### src/rtl/lz_normalizer_32.sv
// -----------------------------------------------------------------------------
// lz_normalizer_32
//
// Two-stage pipelined left-normalizer for the FP32 datapath. A 32-bit
// unnormalized word is shifted left until bit 31 is set; the shift amount
// (leading-zero count) is returned for the exponent-adjust stage.
//
//   S1 : registers the input word and its leading-zero count.
//   S2 : registers norm = data << lzc, the count, and an all-zero flag.
//        All out_* data ports come straight from S2 flops.
//
// Ports
//   clk_i        rising-edge clock
//   rst_i        synchronous, active-high reset
//   in_valid_i   input word valid
//   in_ready_o   block can accept an input this cycle
//   in_data_i    word to normalize
//   out_valid_o  result valid
//   out_ready_i  downstream accepts the result
//   out_norm_o   normalized word
//   out_lzc_o    leading-zero count, 0..WIDTH
//   out_zero_o   input word was all zeros
// -----------------------------------------------------------------------------
module lz_normalizer_32 #(
  parameter int WIDTH = 32,
  parameter int LZW   = 6
) (
  input  logic             clk_i,
  input  logic             rst_i,
  input  logic             in_valid_i,
  output logic             in_ready_o,
  input  logic [WIDTH-1:0] in_data_i,
  output logic             out_valid_o,
  input  logic             out_ready_i,
  output logic [WIDTH-1:0] out_norm_o,
  output logic [LZW-1:0]   out_lzc_o,
  output logic             out_zero_o
);

  // Priority scan from the MSB; an all-zero word yields WIDTH.
  function automatic logic [LZW-1:0] count_lz(input logic [WIDTH-1:0] w);
    logic [LZW-1:0] cnt;
    logic           found;
    cnt   = LZW'(WIDTH);
    found = 1'b0;
    for (int i = WIDTH - 1; i >= 0; i--) begin
      if (!found && w[i]) begin
        cnt   = LZW'(WIDTH - 1 - i);
        found = 1'b1;
      end else begin
        cnt   = cnt;
        found = found;
      end
    end
    return cnt;
  endfunction

  // Stage registers
  logic             s1_valid_q, s1_valid_d;
  logic [WIDTH-1:0] s1_data_q,  s1_data_d;
  logic [LZW-1:0]   s1_lzc_q,   s1_lzc_d;
  logic             s2_valid_q, s2_valid_d;
  logic [WIDTH-1:0] s2_norm_q,  s2_norm_d;
  logic [LZW-1:0]   s2_lzc_q,   s2_lzc_d;
  logic             s2_zero_q,  s2_zero_d;

  // Handshake terms
  logic s2_free_s;
  logic s2_load_s;
  logic in_xfer_s;

  // Handshake decode: S2 can take a word when empty or draining this cycle.
  // in_ready_o intentionally follows out_ready_i combinationally so a full
  // pipe can still accept a word in the same cycle it delivers one.
  always_comb begin
    s2_free_s  = !s2_valid_q || out_ready_i;
    s2_load_s  = s1_valid_q && s2_free_s;
    in_ready_o = !s1_valid_q || s2_free_s;
    in_xfer_s  = in_valid_i && in_ready_o;
  end

  // Next-state for both stages; data only moves on a real transfer so idle
  // input bus values never enter the pipe.
  always_comb begin
    s1_valid_d = s1_valid_q;
    s1_data_d  = s1_data_q;
    s1_lzc_d   = s1_lzc_q;
    s2_valid_d = s2_valid_q;
    s2_norm_d  = s2_norm_q;
    s2_lzc_d   = s2_lzc_q;
    s2_zero_d  = s2_zero_q;

    if (in_ready_o) begin
      s1_valid_d = in_valid_i;
    end else begin
      s1_valid_d = s1_valid_q;
    end

    if (in_xfer_s) begin
      s1_data_d = in_data_i;
      s1_lzc_d  = count_lz(in_data_i);
    end else begin
      s1_data_d = s1_data_q;
      s1_lzc_d  = s1_lzc_q;
    end

    if (s2_free_s) begin
      s2_valid_d = s1_valid_q;
    end else begin
      s2_valid_d = s2_valid_q;
    end

    if (s2_load_s) begin
      // A shift by WIDTH (all-zero word) yields zero, as required.
      s2_norm_d = s1_data_q << s1_lzc_q;
      s2_lzc_d  = s1_lzc_q;
      s2_zero_d = (s1_lzc_q == LZW'(WIDTH));
    end else begin
      s2_norm_d = s2_norm_q;
      s2_lzc_d  = s2_lzc_q;
      s2_zero_d = s2_zero_q;
    end
  end

  // Pipeline state register with synchronous reset that overrides any handshake.
  always_ff @(posedge clk_i) begin
    if (rst_i) begin
      s1_valid_q <= 1'b0;
      s1_data_q  <= '0;
      s1_lzc_q   <= '0;
      s2_valid_q <= 1'b0;
      s2_norm_q  <= '0;
      s2_lzc_q   <= '0;
      s2_zero_q  <= 1'b0;
    end else begin
      s1_valid_q <= s1_valid_d;
      s1_data_q  <= s1_data_d;
      s1_lzc_q   <= s1_lzc_d;
      s2_valid_q <= s2_valid_d;
      s2_norm_q  <= s2_norm_d;
      s2_lzc_q   <= s2_lzc_d;
      s2_zero_q  <= s2_zero_d;
    end
  end

  assign out_valid_o = s2_valid_q;
  assign out_norm_o  = s2_norm_q;
  assign out_lzc_o   = s2_lzc_q;
  assign out_zero_o  = s2_zero_q;

endmodule
### config.mk
export PLATFORM = sky130hd
export DESIGN_NAME = lz_normalizer_32
export DESIGN_NICKNAME = d
export VERILOG_FILES = /design/src/rtl/lz_normalizer_32.sv
export SDC_FILE = /design/constraint.sdc
export NUM_CORES = 1
export LEC_CHECK = 0
export CAP_MARGIN = 30
export CORE_MARGIN = 10
export CORE_UTILIZATION = 40
export CTS_CLUSTER_DIAMETER = 100
export DETAILED_ROUTE_END_ITERATION = 8
export PLACE_DENSITY = 0.77
export REMOVE_ABC_BUFFERS = 1
export SYNTH_ARGS = -nofsm -noshare
export SYNTH_HDL_FRONTEND = slang
export SYNTH_SLANG_ARGS = --single-unit
### constraint.sdc
create_clock -name clk_i -period 1.7 [get_ports clk_i]
set_input_delay 0.34 -clock clk_i [delete_from_list [all_inputs] [get_ports clk_i]]
set_output_delay 0.34 -clock clk_i [all_outputs]
set_load 0.02 [all_outputs]
# Word-level counts from Yosys, hierarchy flattened
# Cells that the tools add are included.
dict set report op_classes {
  n_eq_ne 1
  div 0
  bitwise 0
  reduce_logical 68
  n_shift 1
  n_mux 94
  n_lt_le_gt_ge 0
  n_mul 0
  addsub 0
}
# cell count
set ops {}
lappend ops {{$mux W6} 32}
lappend ops {{$mux W1} 62}
lappend ops {{$logic_and A1 B1 Y1} 33}
lappend ops {{$logic_not A1 Y1} 33}
lappend ops {{$shl A32 B6 Y32} 1}
lappend ops {{$eq A6 B6 Y1 const B} 1}
lappend ops {{$logic_or A1 B1 Y1} 2}
dict set report word_totals {
  ff_bits 79
  out_inout_bits 41
  mem_bits_rw 0
  memories 0
  latchBits 0
  rom_bits 0
  wordCells 171
  in_bits 36
}

# Longest topological paths before layout
# Gate-level depths: netlist of the first run.
dict set report depth {
  word_depth 128
  ltp_mapped 8
  mapped_depth_nobuf 5
}

# Worst setup path after synthesis of the first run
# No wires, ideal clock.
dict set report synth_timing {
  path_kind {register to register}
  startpoint {register s1_lzc_q[1]}
  endpoint {register s2_norm_q[27] (netlist: out_norm_o[27])}
  n_path_buf 2
  setup_slack_ps -39
  t_arrival_ps 1607
  required_time_ps 1567
  stages_incl_launch_ff 8
  setup_time_ps 133
  period_less_slack_ps 1739
  cell_sequence {dfxtp_1 buf_6 buf_12 mux4_2 mux2i_1 nor2_1 a221oi_2 o22ai_1}
}
dict set report synth_via {
  elab_chain_cells 1
}
# item line
set synth_lines {}
lappend synth_lines {{start: declaration} 61} ;# logic [LZW-1:0] s1_lzc_q, s1_lzc_d;
lappend synth_lines {{start signal: assignment} 138} ;# s1_lzc_q <= s1_lzc_d;
lappend synth_lines {{$shl A32 B6 Y32} 115} ;# s2_norm_d = s1_data_q << s1_lzc_q;
lappend synth_lines {{end signal: assignment} 140} ;# s2_norm_q <= s2_norm_d;
lappend synth_lines {{end: declaration} 63} ;# logic [WIDTH-1:0] s2_norm_q, s2_norm_d;
# No other way between the ends.
# A chain may end at the register's enable or synchronous reset.

# Worst setup path in the final report of the first run
dict set report layout_timing {
  startpoint {register s1_lzc_q[1]}
  endpoint {register s2_norm_q[24] (netlist: out_norm_o[24])}
}
# Same word-level chain as after synthesis.

==> run summary, run 1 <==
In this run the most used layer during global routing was met2. The number of buffer and inverter stages on the critical path came out at 1. For met2 alone, demand over resource in global routing was 31.4%. The final setup violation count came out at 27.

In this run the standard cell core region covers 11500 µm². The worst setup path is captured at a flop. The worst hold margin is 352 ps, and the post-synthesis register bit count is 79. Summed over all cells, the static leakage comes to 2.89 nW. The worst stage delay on the critical path came out at 550 ps. Counting flops with an async set or reset pin after synthesis yields a share of 0%. Sorting the synthesized cells by area gives the leading types as dfxtp_1 (33%), mux4_2 (10%), nand2_1 (9.0%). The startpoint of the worst-slack reg-to-reg timing path is s1_lzc_q[1]$_SDFFE_PP0P_. The clock latency on the worst-skew pair was 350 ps; the instance count of the mapped netlist was 551. The die footprint came out at 16600 µm².

The number of antenna diodes in the final layout is 0. Setup repair after global routing could not meet its margin everywhere. The first detailed-routing pass took 5 iterations. By startpoint and endpoint, the worst setup path is classified as flop to flop.

In this run the tightest slew margin relative to its limit is 57.2%. After synthesis, the largest family of logic cells by area is multiplexers. The post-synthesis share of cell area spent on and, or, nand and nor gates came out at 20.5%. The synthesized netlist devotes 0% of its cell area to XOR and XNOR gates.

The congestion estimate from routability-driven global placement came to 0.906. The total CTS buffers came out at 9. Max-cap violations in this run came to 0.

The areal power density over the cells came out at 741 nW/µm². The worst register-to-register path ends at out_norm_o[24]$_SDFFE_PP0P_. The area fraction in compound gates after synthesis was 19.7%; the fraction of layout cells with a size suffix above 1 was 35.3%.

The initial antenna violation count was 1; the number of gates on the worst path with buffers counted was 6. The adder and majority gate portion of the synthesized area works out to 0%. For this block, the initial DRC count from the detailed router was 464. Global routing used 18.8% of the available tracks. On the critical path the largest part of the delay comes from multiplexers. The post-DP HPWL is 12200 µm.

Relative to the synthesized area, the layout overhead comes to 54.4%. The number of enable-type register cells in the synthesized netlist was 0; the number of H-tree branching levels was 3. The die is 129 µm wide. The logs give 0 for the total count of max-transition violations in the final report and 39 for the site row count. The mean number of vias per cell was 5.84; the total area of multi-input combinational cells was 3250 µm². TritonCTS built the clock tree. After synthesis, the mean cell area works out to 8.60 µm².

Master of the slowest instance on the critical path: mux4_2. The number of fill cells is 961, and the routed wire length per instance is 18.9 µm. On the final layout, the worst clock skew is 8.09 ps.

After synthesis, the netlist uses 54 different library cells. The clock passes through at most 2 buffers. Among all flip-flop cells after synthesis, the most frequent one is dfxtp_1. The run gives 845 as the total placed cells including tap cells. The number of cell instances on the worst register-to-register path came out at 6.

The data arrival time of the critical path was 2170 ps; the measured slew at the worst slew-check pin was 639 ps. The synthesized design spends more area on one cell type than any other, namely dfxtp_1. The logs give 1920 ps for the endpoint required time on the critical path and 5059 for the number of global-route vias before repair.

The launching element of the worst setup path is s1_lzc_q[1]$_SDFFE_PP0P_. For this design, the sink count on the clock tree is 79. After clock tree synthesis, the clock-pin slew on the worst setup and hold paths is 60 ps. The run gives 0 as the final count of hold timing violations. The count of input and output buffers came out at 76. The die outline height was 129 µm; the fraction of synthesized cell area taken by the top area cell type was 33.4%. The first global-routing pass estimated 25500 µm of wire. The run finished, with violations left. Summing internal, switching and leakage power gives 5.42 mW.

For the finished layout, the period the worst path requires is 1950 ps. The routed layout has 5153 vias. The maximum vdd ir drop was 0.493 mV; the worst setup timing slack at the placement stage was -555 ps. Once detail routing completed, the nets flagged for antenna violations numbered 0. The tree is rooted in a clkbuf_16. The met1 capacity usage during global routing came out at 23.0%.

The checks that failed: setup timing. The run gives 77 as the total I/O pin count. In this run the register-to-register setup slack is -250 ps.

Based on the critical path, the design can be clocked at up to 513 MHz. The highest fanout seen on the critical path came out at 6. The global-route met3 utilization was 4.72%. The worst setup path is launched from a flop. The worst hold path belongs to the class input port to flop. In the final design database the tool counted 770 nets.

The signal on the critical path passes through clkbuf_16 > mux4_2 > mux2i_4 > o22ai_2 > a222oi_1 > o22ai_1. The routed design has 16700 µm of wire. Largest net degree at the start of global routing: 40.

The run gives 41.2% as the starting utilization of the core area. The share of the yosys chip area belonging to registers came out at 33.4%. The run gives 1590 µm² as the sequential cell area.

After the flow finishes, the layout carries non-filler instances totaling 882. The end point of the critical path is out_norm_o[24]$_SDFFE_PP0P_. The setup slack of the critical path after layout was -248 ps. The cell area after technology mapping was 4740 µm². The worst path uses 115% of the clock period. Summed over all layers, the global routing overflow is 0. For this run, design rule violations remaining after detail routing come to 0.

The portion of synthesized area spent on multiplexers is 21.1%. During synthesis, Yosys emitted a total of 0 warnings.
==> cell type report <==
class	instances	share of cell area, %
Clock buffer	11	3.45
Clock inverter	5	0.769
Inverter	12	0.615
Multi-Input combinational cell	419	44.4
Sequential cell	79	21.7
Tap cell	143	2.44
Timing Repair Buffer	213	26.6
==> flip-flops by register name, indices dropped and copies added (netlist names) <==
register	cells
out_valid_o	1
out_lzc_o	6
s1_valid_q	1
out_norm_o	32
s1_data_q	32
s1_lzc_q	6
out_zero_o	1
==> where the power goes <==
group          switching [mW]  internal, mW
Sequential             0.0877          1.93
Combinational           0.695         0.703
Clock                   0.788          1.21
Total                    1.57          3.85
==> synth_stat cells, types with 3 or more instances <==
master    count
nand4_1       4
mux4_1        6
a31oi_1       5
o211ai_1      5
nand3_1      10
clkbuf_1     26
a221oi_2      3
o22ai_1      12
a22o_1        4
buf_4         6
nand3b_1      3
a21oi_1      61
buf_2         5
o21ai_0      16
dfxtp_1      79
nor2b_1       6
a22oi_1      11
mux2i_1      28
a32oi_1       4
inv_1         9
a221oi_1      6
o21bai_1      4
nor3_1        5
nor4_4        3
nand2_1     114
nor2_1       51
mux4_2       22
mux2_2        6
==> logic make-up after synthesis <==
logic type,Yosys count
and+or+nand+nor,211
AOI/OAI and AO/OA,146
DFF,79
muxes,62
buffers and inverters,53
==> what timing repair did <==
action	4_1_cts	5_1_grt
endpoints found under the setup margin	34	41
pin swaps	13	44
gates cloned	0	1
resized for setup	54	82
hold buffers	0	0
buffers inserted	9	11
==> worst min path at each step <==
stage,startpoint,end,slack [ps],depth (start not counted)
global route,rst_i,out_norm_o[7]$_SDFFE_PP0P_,370,2
floorplan,rst_i,out_lzc_o[0]$_SDFFE_PP0P_,410,1
global placement,out_norm_o[13]$_SDFFE_PP0P_,out_norm_o[13]$_SDFFE_PP0P_,440,2
finish,rst_i,out_norm_o[6]$_SDFFE_PP0P_,350,2
detailed placement,out_norm_o[13]$_SDFFE_PP0P_,out_norm_o[13]$_SDFFE_PP0P_,450,2
CTS,rst_i,out_norm_o[7]$_SDFFE_PP0P_,350,2
==> per-layer routing <==
layer  vias up  part of all wire (%)
li1       2405                     -
met1      2471                    41
met2       242                    49
met3        33                   7.9
met4         2                   2.3
met5         -                 0.078
==> per-stage QoR <==
| step | cell area, µm² | util (%) | setup TNS, ps |
|---|---|---|---|
| floorplan | 4530 | - | -28890 |
| global placement | 6430 | 55.8 | -13780 |
| detailed placement | 6430 | 55.8 | -16670 |
| CTS | 6920 | 60.1 | -3580 |
| global route | 7320 | 63.5 | -5750 |
| finish | 7320 | 63.5 | -4170 |
==> layout by cell type (no fill, tap or decap), types with 5 or more instances in the layout <==
cell,instances
a21oi_1,56
a21oi_2,5
a221oi_2,6
a22oi_1,6
a22oi_2,5
a31oi_1,5
buf_12,7
buf_4,119
buf_6,8
clkbuf_16,10
clkdlybuf4s50_1,50
dfxtp_1,77
dlygate4sd2_1,8
dlymetal6s2s_1,13
inv_1,9
mux2_2,5
mux2i_1,13
mux2i_2,6
mux2i_4,9
mux4_2,28
nand2_1,109
nand2_2,5
nand3_1,8
nor2_1,40
nor2_4,7
nor2b_1,5
o211ai_1,5
o21ai_0,7
o21ai_1,9
o22ai_1,11
Note: power is estimated with default switching activity, not from simulation.
==> run 2, diff against run 1 <==
- CORE_MARGIN: 10 -> default
- PLACE_DENSITY: 0.77 -> 0.75
- clock period: 1.7 -> 2.2 ns (I/O delays scaled with it)
==> run 2 against run 1 <==
The run now ends clean. Count of clock-buffer cells in the layout unchanged. Global-route usage increased by 4.3 points. Worst setup slack improved by 320 ps. Register-to-register slack improved by 420 ps. Worst hold slack improved by 100 ps. Critical endpoint is now in_ready_o.
==> run summary, run 2 (synthesis gave the netlist of run 1 again) <==
The number of buffer and inverter stages on the critical path was 2 (+1); the clock tree buffer depth was 2 (unchanged). The total area of multi-input combinational cells was 2910 µm² (-11%). Root buffer selected by CTS: clkbuf_16.

Among cell families on the critical path, the largest total delay comes from buffers and inverters. Number of fill cells: 1007 (+4.8%). The run gives 12300 µm² (-26%) as the die footprint. TritonCTS built the clock tree. The clock net sink count is 79 (unchanged). The timing-limited maximum frequency came out at 469 MHz. The tools report the routed wire length as 13900 µm (-17%). The flow ran to the end, and the final reports show no timing, DRC or antenna violations. Clock transition at the register clock pins on the worst setup and hold paths after CTS: 60 ps (about the same). Critical path start-end classification: input port to output pin.

The total count of max-transition violations in the final report is 0 (unchanged), and the post-CTS setup buffer count is 0 (-9). The master of the slowest instance on the critical path was clkdlybuf4s50_1. The worst path uses 96.8% of the clock period.

The worst stage delay on the critical path was 630 ps (+80 ps). The logs give 1760 ps (-160 ps) for the endpoint required time on the critical path and 55.5% (-1.7 points) for the worst slew margin relative to its limit. The measured slew at the worst slew-check pin came out at 661 ps (+21.5 ps).

The signal on the critical path passes through clkdlybuf4s50_1 > nand3b_1 > clkdlybuf4s50_1. The total via count in the routed design is 4750 (-7.8%), and the die span in x is 111 µm (-14%). The run gives 2.23 nW (-23%) as the static leakage. The number of gates on the worst path with buffers counted was 3 (-3); the clock latency on the worst-skew pair was 340 ps (about the same). The post-cts sizing count was 0 (-100%); the final global-route overflow total was 0 (unchanged). For the data arrival time of the critical path, the log shows 1690 ps (-480 ps).

The tools report the number of nets with antenna violations after detailed routing as 0 (unchanged). The most frequent cell on the critical path was clkdlybuf4s50_1. The sequential cell area is 1590 µm² (+0.16%), and the wire length of the first global-routing pass is 22900 µm (-10%).

The number of global-route vias before repair is 4404 (-13%). The number of cell instances on the worst register-to-register path came out at 6 (unchanged). The starting utilization of the core area was 41.3% (+0.18 points). Number of buffers inserted by hold repair at cts: 0 (unchanged).

The number of violations reported at the end of detailed-routing iteration 0 was 444 (-4.3%); the areal power density over the cells was 639 nW/µm² (-14%). The total negative setup slack was 0 ps (+4170 ps); the count of cells along the worst hold path was 2 (unchanged). The count of TritonRoute iterations in the first routing pass was 5 (unchanged). Type of the tightest min-delay check: flop to flop. The worst clock skew was 6.38 ps (-1.71 ps); the maximum vdd ir drop was 0.322 mV (-35%). The tools report the largest net degree at the start of global routing as 42 (+5.0%).

The fraction of layout cells with a size suffix above 1 came out at 16.2% (-19 points). The top cell types in the final layout, fill and taps aside, are nand2_1 (114), dfxtp_1 (77), clkdlybuf4s50_1 (75). The remaining design rule violation count came out at 0 (unchanged). The placer congestion estimate was 0.938 (+3.5%); the area added between synthesis and finish was 30.4%. The type of element launching the critical path is an input port. The total placed cells including tap cells came out at 776 (-8.2%). For the total I/O pin count, the log shows 77 (unchanged). The tools report the post-layout net count as 680 (-12%). Overall fraction of global-route tracks in use: 23.2% (+4.3 points). The highest fanout seen on the critical path is 4 (-2), and the core area is 11500 µm² (-0.42%). The shortest clock period the worst path allows after layout works out to 2130 ps.

For the number of H-tree branching levels, the log shows 3 (unchanged). The worst setup path is captured at an output pin. The site row count is 39 (unchanged), and the count of input and output buffers is 76 (unchanged). The most common library cell in the layout ignoring fill and taps is nand2_1. The run gives 1 (unchanged) as the initial antenna violation count. The final count of hold timing violations was 0 (unchanged). The routed wire length per instance works out to 17.6 µm (-7.0%).

Setup repair after global routing left no endpoint under its margin. The run gives 0 (unchanged) as the antenna diode count. The post-DP HPWL was 10600 µm (-13%). The number of maximum-capacitance violations is 0 (unchanged), and the final cell count without fillers is 792 (-10%). The total CTS buffers is 9 (unchanged).

The mean number of vias per cell came out at 6.00 (+2.7%). The final setup violation count was 0 (-100%). The die outline height came out at 111 µm (-14%).
[run 2: cell types whose count changed in the layout (fill, tap and decap cells not counted), moves of 9 or more]
cell             previous run  this run
nor2_1                     40        51
dlymetal6s2s_1             13         0
mux2i_4                     9         0
clkdlybuf4s50_1            50        75
o21ai_0                     7        16
buf_4                     119        44
mux2i_1                    13        28
[run 2: metal layers]
metal / GRT usage, % / up-vias / wire, µm
met4: 7.29 / 2 / 280
met3: 5.30 / 28 / 1060
li1: - / 2219 / -
met5: 0 / - / 14
met1: 32.5 / 2250 / 6310
met2: 35.3 / 251 / 6270
[run 2: cell type report]
class / count / share of cell area (%)
Sequential cell: 79 / 25.7
Clock inverter: 5 / 1.34
Timing Repair Buffer: 123 / 18.5
Multi-Input combinational cell: 419 / 47.0
Inverter: 12 / 0.729
Tap cell: 143 / 2.89
Clock buffer: 11 / 3.77
[run 2: per-stage QoR]
| stage | setup slack, ps | power [mW] | util, % | hold WS, ps | instance area (µm²) |
|---|---|---|---|---|---|
| after floorplan | -607 | 2.00 | - | 427 | 4530 |
| after global placement | -112 | 2.35 | 51.1 | 438 | 5860 |
| after detailed placement | -157 | 2.36 | 51.1 | 445 | 5860 |
| after CTS | 60.2 | 3.94 | 53.9 | 456 | 6180 |
| after global routing | 28.0 | 4.11 | 53.9 | 481 | 6180 |
| final | 69.9 | 3.95 | 53.9 | 455 | 6180 |
[run 2: tightest hold or removal path: stages (launching register included)]
cell and delay [ps]:
dfxtp_1 310, nand2_1 50, a21oi_1 50
[run 2: final timing paths]
kind / startpoint / endpoint / slack (ps)
worst max-delay path: out_ready_i / in_ready_o / 70
worst min-delay path: out_zero_o$_SDFFE_PP0P_ / out_zero_o$_SDFFE_PP0P_ / 460
worst max register to register: s1_lzc_q[1]$_SDFFE_PP0P_ / out_norm_o[31]$_SDFFE_PP0P_ / 170
worst min register to register: out_zero_o$_SDFFE_PP0P_ / out_zero_o$_SDFFE_PP0P_ / 460
[run 2: where the power goes]
group / internal (mW) / switching, mW
clock network: 0.995 / 0.615
registers: 1.49 / 0.0830
logic: 0.362 / 0.403
==> run 3, diff against run 2 <==
- CTS_CLUSTER_DIAMETER: 100 -> 30
==> results of run 3 <==
Final layout, timing and power as in run 2 (identical DEF).
